## src/rtl/keypad_emulator.sv

```systemverilog
`default_nettype none
// ============================================================================
// Module   : keypad_emulator
// Brief    : Plays accepted key codes as timed presses on a 3x4 scanned keypad.
// Revision : 1.0 - initial release
// ============================================================================
module keypad_emulator #(
    parameter int HOLD_CYCLES = 1024,
    parameter int GAP_CYCLES  = 1024,
    parameter int CW          = 16
) (
    input  logic       clk,
    input  logic       rst,
    input  logic [2:0] col_drive,
    output logic [3:0] row_sense,
    input  logic       key_valid,
    input  logic [3:0] key_code,
    output logic       key_ready,
    output logic       busy,
    output logic       done,
    output logic       err
);

    localparam logic [1:0] S_IDLE  = 2'd0;
    localparam logic [1:0] S_PRESS = 2'd1;
    localparam logic [1:0] S_GAP   = 2'd2;

    localparam logic [CW-1:0] C_HOLD_LOAD = CW'(HOLD_CYCLES - 1);
    localparam logic [CW-1:0] C_GAP_LOAD  = CW'(GAP_CYCLES - 1);

    logic [1:0]    state_q, state_d;
    logic [CW-1:0] cnt_q, cnt_d;
    logic [3:0]    row_oh_q, row_oh_d;
    logic [2:0]    col_oh_q, col_oh_d;
    logic [3:0]    row_sense_q, row_sense_d;
    logic          ready_q, ready_d;
    logic          busy_q, busy_d;
    logic          done_q, done_d;
    logic          err_q, err_d;

    logic          dec_valid;
    logic [3:0]    dec_row;
    logic [2:0]    dec_col;

    // Key code to one-hot (row, col) position on the keypad matrix.
    always_comb begin
        dec_valid = 1'b1;
        dec_row   = 4'b0000;
        dec_col   = 3'b000;
        case (key_code)
            4'd1:    begin dec_row = 4'b0001; dec_col = 3'b001; end
            4'd2:    begin dec_row = 4'b0001; dec_col = 3'b010; end
            4'd3:    begin dec_row = 4'b0001; dec_col = 3'b100; end
            4'd4:    begin dec_row = 4'b0010; dec_col = 3'b001; end
            4'd5:    begin dec_row = 4'b0010; dec_col = 3'b010; end
            4'd6:    begin dec_row = 4'b0010; dec_col = 3'b100; end
            4'd7:    begin dec_row = 4'b0100; dec_col = 3'b001; end
            4'd8:    begin dec_row = 4'b0100; dec_col = 3'b010; end
            4'd9:    begin dec_row = 4'b0100; dec_col = 3'b100; end
            4'd10:   begin dec_row = 4'b1000; dec_col = 3'b001; end
            4'd0:    begin dec_row = 4'b1000; dec_col = 3'b010; end
            4'd11:   begin dec_row = 4'b1000; dec_col = 3'b100; end
            default: dec_valid = 1'b0;
        endcase
    end

    always_comb begin
        state_d     = state_q;
        cnt_d       = cnt_q;
        row_oh_d    = row_oh_q;
        col_oh_d    = col_oh_q;
        row_sense_d = 4'b0000;
        done_d      = 1'b0;
        err_d       = 1'b0;
        case (state_q)
            S_IDLE: begin
                if (key_valid && ready_q) begin
                    if (dec_valid) begin
                        row_oh_d = dec_row;
                        col_oh_d = dec_col;
                        cnt_d    = C_HOLD_LOAD;
                        state_d  = S_PRESS;
                    end else begin
                        err_d = 1'b1;
                    end
                end
            end
            S_PRESS: begin
                // Only the latched column matters; other strobes are ignored.
                if (|(col_drive & col_oh_q)) begin
                    row_sense_d = row_oh_q;
                end
                if (cnt_q == '0) begin
                    cnt_d   = C_GAP_LOAD;
                    state_d = S_GAP;
                end else begin
                    cnt_d = cnt_q - CW'(1);
                end
            end
            S_GAP: begin
                if (cnt_q == '0) begin
                    done_d  = 1'b1;
                    state_d = S_IDLE;
                end else begin
                    cnt_d = cnt_q - CW'(1);
                end
            end
            default: state_d = S_IDLE;
        endcase
        ready_d = (state_d == S_IDLE);
        busy_d  = (state_d != S_IDLE);
    end

    always_ff @(posedge clk or posedge rst) begin
        if (rst) begin
            state_q     <= S_IDLE;
            cnt_q       <= '0;
            row_oh_q    <= 4'b0000;
            col_oh_q    <= 3'b000;
            row_sense_q <= 4'b0000;
            ready_q     <= 1'b1;
            busy_q      <= 1'b0;
            done_q      <= 1'b0;
            err_q       <= 1'b0;
        end else begin
            state_q     <= state_d;
            cnt_q       <= cnt_d;
            row_oh_q    <= row_oh_d;
            col_oh_q    <= col_oh_d;
            row_sense_q <= row_sense_d;
            ready_q     <= ready_d;
            busy_q      <= busy_d;
            done_q      <= done_d;
            err_q       <= err_d;
        end
    end

    assign row_sense = row_sense_q;
    assign key_ready = ready_q;
    assign busy      = busy_q;
    assign done      = done_q;
    assign err       = err_q;

endmodule
`default_nettype wire

```

## config.mk

```make
export PLATFORM = sky130hd
export DESIGN_NAME = keypad_emulator
export DESIGN_NICKNAME = d
export VERILOG_FILES = /design/src/rtl/keypad_emulator.sv
export SDC_FILE = /design/constraint.sdc
export NUM_CORES = 1
export LEC_CHECK = 0
export ABC_AREA = 1
export CORE_MARGIN = 4
export CORE_UTILIZATION = 51
export CTS_CLUSTER_DIAMETER = 100
export DETAILED_ROUTE_END_ITERATION = 8
export GPL_TIMING_DRIVEN = 0
export PLACE_DENSITY = 0.79
export SYNTH_ARGS = -nofsm -noshare
export SYNTH_HDL_FRONTEND = slang
export SYNTH_SLANG_ARGS = --single-unit
```

## constraint.sdc

```tcl
create_clock -name clk -period 1.5 [get_ports clk]
set_input_delay 0.225 -clock clk [delete_from_list [all_inputs] [get_ports clk]]
set_output_delay 0.225 -clock clk [all_outputs]
set_load 0.03 [all_outputs]
```

==> results.md <==
* Status: finished with violations
* Failing checks: negative setup slack
* Crit path kind: reg2reg
* TritonCTS clock tree: yes
* Vias in the first global route at 1845
* CTS max path bufs at 2
* Post-Layout Cell Count at 362
* Final ANT Viol Nets at 0
* Die span in x at 69.9 µm
* Slew HR at 0.546
* Total Nets Final at 329
* Initial DRC Count at 118
* Placed insts at 339
* Clock root cell: clkbuf_8
* Critical path's largest stage delay at 0.39 ns
* H-tree lvl count at 2
* R2r setup slk at -0.05 ns
* Area Overhead vs Synth at 32.2%
* Clock sink total at 33
* Logic pwr share at 0.502
* PD cells at 1740 mW/mm²
* Clock share of power at 0.192
* Unrepaired setup endpoints after global routing: true
* Arr. time, crit path at 1.77 ns
* Site row count at 22
* Routed Wire Length at 4.82 mm
* Final hold viol count at 0
* Syn Inst Count at 274
* Syn Area/Cell at 7.14 µm²
* Finish-stage setup viols at 9
* Worst slew pin tran at 0.680 ns
* Startpoint class of the critical path: flip-flop
* Gpl congestion at 0.823
* Initial Utilization at 0.530
* Gr usage total at 0.204
* Unique masters post-synth at 25
* Leakage power at 1.31 nW
* Largest cells by area after synthesis: dfrtp_1 (41%), nand2_1 (16%), inv_1 (8.3%), nor2_1 (7.5%), nand3_1 (4.1%)
* Fmax at 0.647 GHz
* Post-cts hold buffer count at 0
* Pint at 2.57 mW
* Yosys top cell by area: dfrtp_1
* Yosys Warn Count at 0
* Top Family by Delay on Critical Path: simple AND/OR/NAND/NOR gates
* Worst VDD drop at 1300 µV
* Worst-case clock skew at 0.00728 ns
* HPWL Detailed at 3.20 mm
* Switching share of power at 0.429
* Seq cells post-synth at 33
* Synthesized area at 0.00196 mm²
* Via/cell ratio at 5.14
* Cell Chain, Critical Path: inv_2, ha_4, inv_4, o21ai_4, nor2_4, nand2_4, buf_8, nor2_4, nand2_1, o21ai_2
* I/O Pins at 18
* CP endpoint kind: flip-flop
* Seq pwr share at 0.305
* Register clock-pin slew on the reported worst setup and hold paths at 0.07 ns
* Setup WS post-layout at -0.0455 ns
* First-pass GRT wire length at 7.95 mm
* Layout cell share with drive strength beyond 1 at 0.248
* Yosys top cell area share at 0.409
* Area of the die at 0.00489 mm²
* Core area at 0.00369 mm²
* Congestion Overflow GR at 0
* Post-DR wirelength/cell at 13.3 µm
* Initial antenna violation count at 0
* Largest net degree at the start of global routing at 34
* Total Power at 4.50 mW
* Sequential area share after synthesis at 0.423
* Syn_nets at 290
* Sw Pwr at 1.93 mW
* Tcrit/Tclk final at 1.03
* Number of I/O port buffers at 17
* Buf+Inv Stages, Crit Path at 3
* Hold WC Path Type: in2async
* # diodes at 0
* Worst-skew pair later-pin latency at 0.30 ns
* CP required at 1.73 ns
* Min Clock Period, post-route at 1.55 ns
* Die height at 69.9 µm
* Most frequent CP cell: nor2_4
* CP max stage cell: dfrtp_1
* CTS buffer count at 5
* Via count at 1861
* Drt pass-1 iters at 5
* Max_cap viols at 0
* DRC viols at 0
* Max FO, Critical Path at 8
* Slew Limit Fails at 0
kinds of logic after synthesis:
family / Yosys count / synth area share
compound gates: 24 / 0.0736
fa+ha+maj: 6 / 0.0384
simple gates: 162 / 0.358
xor+xnor: 3 / 0.0134
buf+inv: 46 / 0.0934
flops: 33 / 0.423
synthesized netlist by cell type:
| library cell | n |
|---|---|
| a21oi_2 | 2 |
| buf_6 | 1 |
| o21ai_2 | 1 |
| o221ai_1 | 1 |
| nor2_2 | 5 |
| nand2_1 | 82 |
| nand3_2 | 1 |
| nor3_1 | 3 |
| or2_2 | 2 |
| nand3_1 | 16 |
| nor2_1 | 39 |
| nand4_1 | 8 |
| o2111ai_1 | 1 |
| nand2_2 | 4 |
| buf_2 | 2 |
| o21ai_1 | 5 |
| dfrtp_1 | 32 |
| xor2_1 | 3 |
| o211ai_1 | 2 |
| o21ai_0 | 10 |
| a21oi_1 | 2 |
| nor2_4 | 2 |
| dfstp_2 | 1 |
| ha_1 | 6 |
| inv_1 | 43 |
layout make-up:
cell class,instances,area [µm²]
Timing Repair Buffer,32,285
Inverter,43,164
Fill cell,279,1100
Buffer,3,30.0
Tap cell,48,60.1
Multi-Input combinational cell,195,1100
Clock inverter,3,46.3
Sequential cell,33,827
Clock buffer,5,68.8
layout by cell type, fill, tap and decap left out, types with 3 or more instances in the layout:
master	n
nor2_2	10
nor2_1	28
xor2_1	3
nand3_1	15
inv_1	34
nand4_1	8
nand2_2	6
nand2_1	77
dfrtp_1	32
dlygate4sd2_1	8
o21ai_0	8
clkbuf_8	5
clkdlybuf4s50_1	9
o21ai_2	4
nand2_4	3
nor3_1	3
o21ai_1	3
inv_2	8
buf_4	16
nor2_4	8
sequential cells by signal, summed over array words and instances, names as in the netlist, 2 cells and up:
name / flops
col_oh_q: 3
cnt_q: 16
row_sense: 4
state_q: 2
row_oh_q: 4
power groups by stage:
stage	clock network, mW	registers, mW	logic [mW]
floorplan	0	1.42	1.18
global placement	0	1.36	1.61
detailed placement	0	1.37	1.67
CTS	0.879	1.36	1.99
global route	0.925	1.41	2.50
finish	0.866	1.38	2.26
per-stage QoR:
stage | instance area (µm²) | setup WS [ns] | TNS [ns] | hold WS, ns | util
floorplan | 1970 | -0.00457 | -0.0109 | 0.353 | -
global placement | 2200 | -0.313 | -12.71 | 0.470 | 0.597
detailed placement | 2200 | -0.343 | -14.71 | 0.479 | 0.597
CTS | 2470 | -0.00749 | -0.00749 | 0.500 | 0.670
global route | 2580 | -0.144 | -1.57 | 0.430 | 0.701
finish | 2580 | -0.0455 | -0.191 | 0.344 | 0.701
worst paths after layout:
path	startpoint	endpoint	cells after the start
worst max register to register	state_q[1]$_DFF_PP0_	cnt_q[0]$_DFFE_PP0P_	10
worst max-delay path	state_q[1]$_DFF_PP0_	cnt_q[0]$_DFFE_PP0P_	10
min in group clk	row_oh_q[3]$_DFFE_PP0P_	row_sense[3]$_DFF_PP0_	2
worst min register to register	row_oh_q[3]$_DFFE_PP0P_	row_sense[3]$_DFF_PP0_	2
worst min-delay path	rst	cnt_q[3]$_DFFE_PP0P_	2
max in group asynchronous	rst	cnt_q[2]$_DFFE_PP0P_	2
what timing repair did:
action,CTS,global route
setup buffers,10,5
endpoints found under the setup margin,34,19
pin swaps,10,9
gates resized for setup,37,20
metal layers:
metal  track usage  part of all wire
met1         0.223              0.39
met2         0.368              0.51
met3        0.0475             0.062
met4        0.0957             0.036
met5             0                 0
No activity file was read; power rests on OpenSTA's default activity.
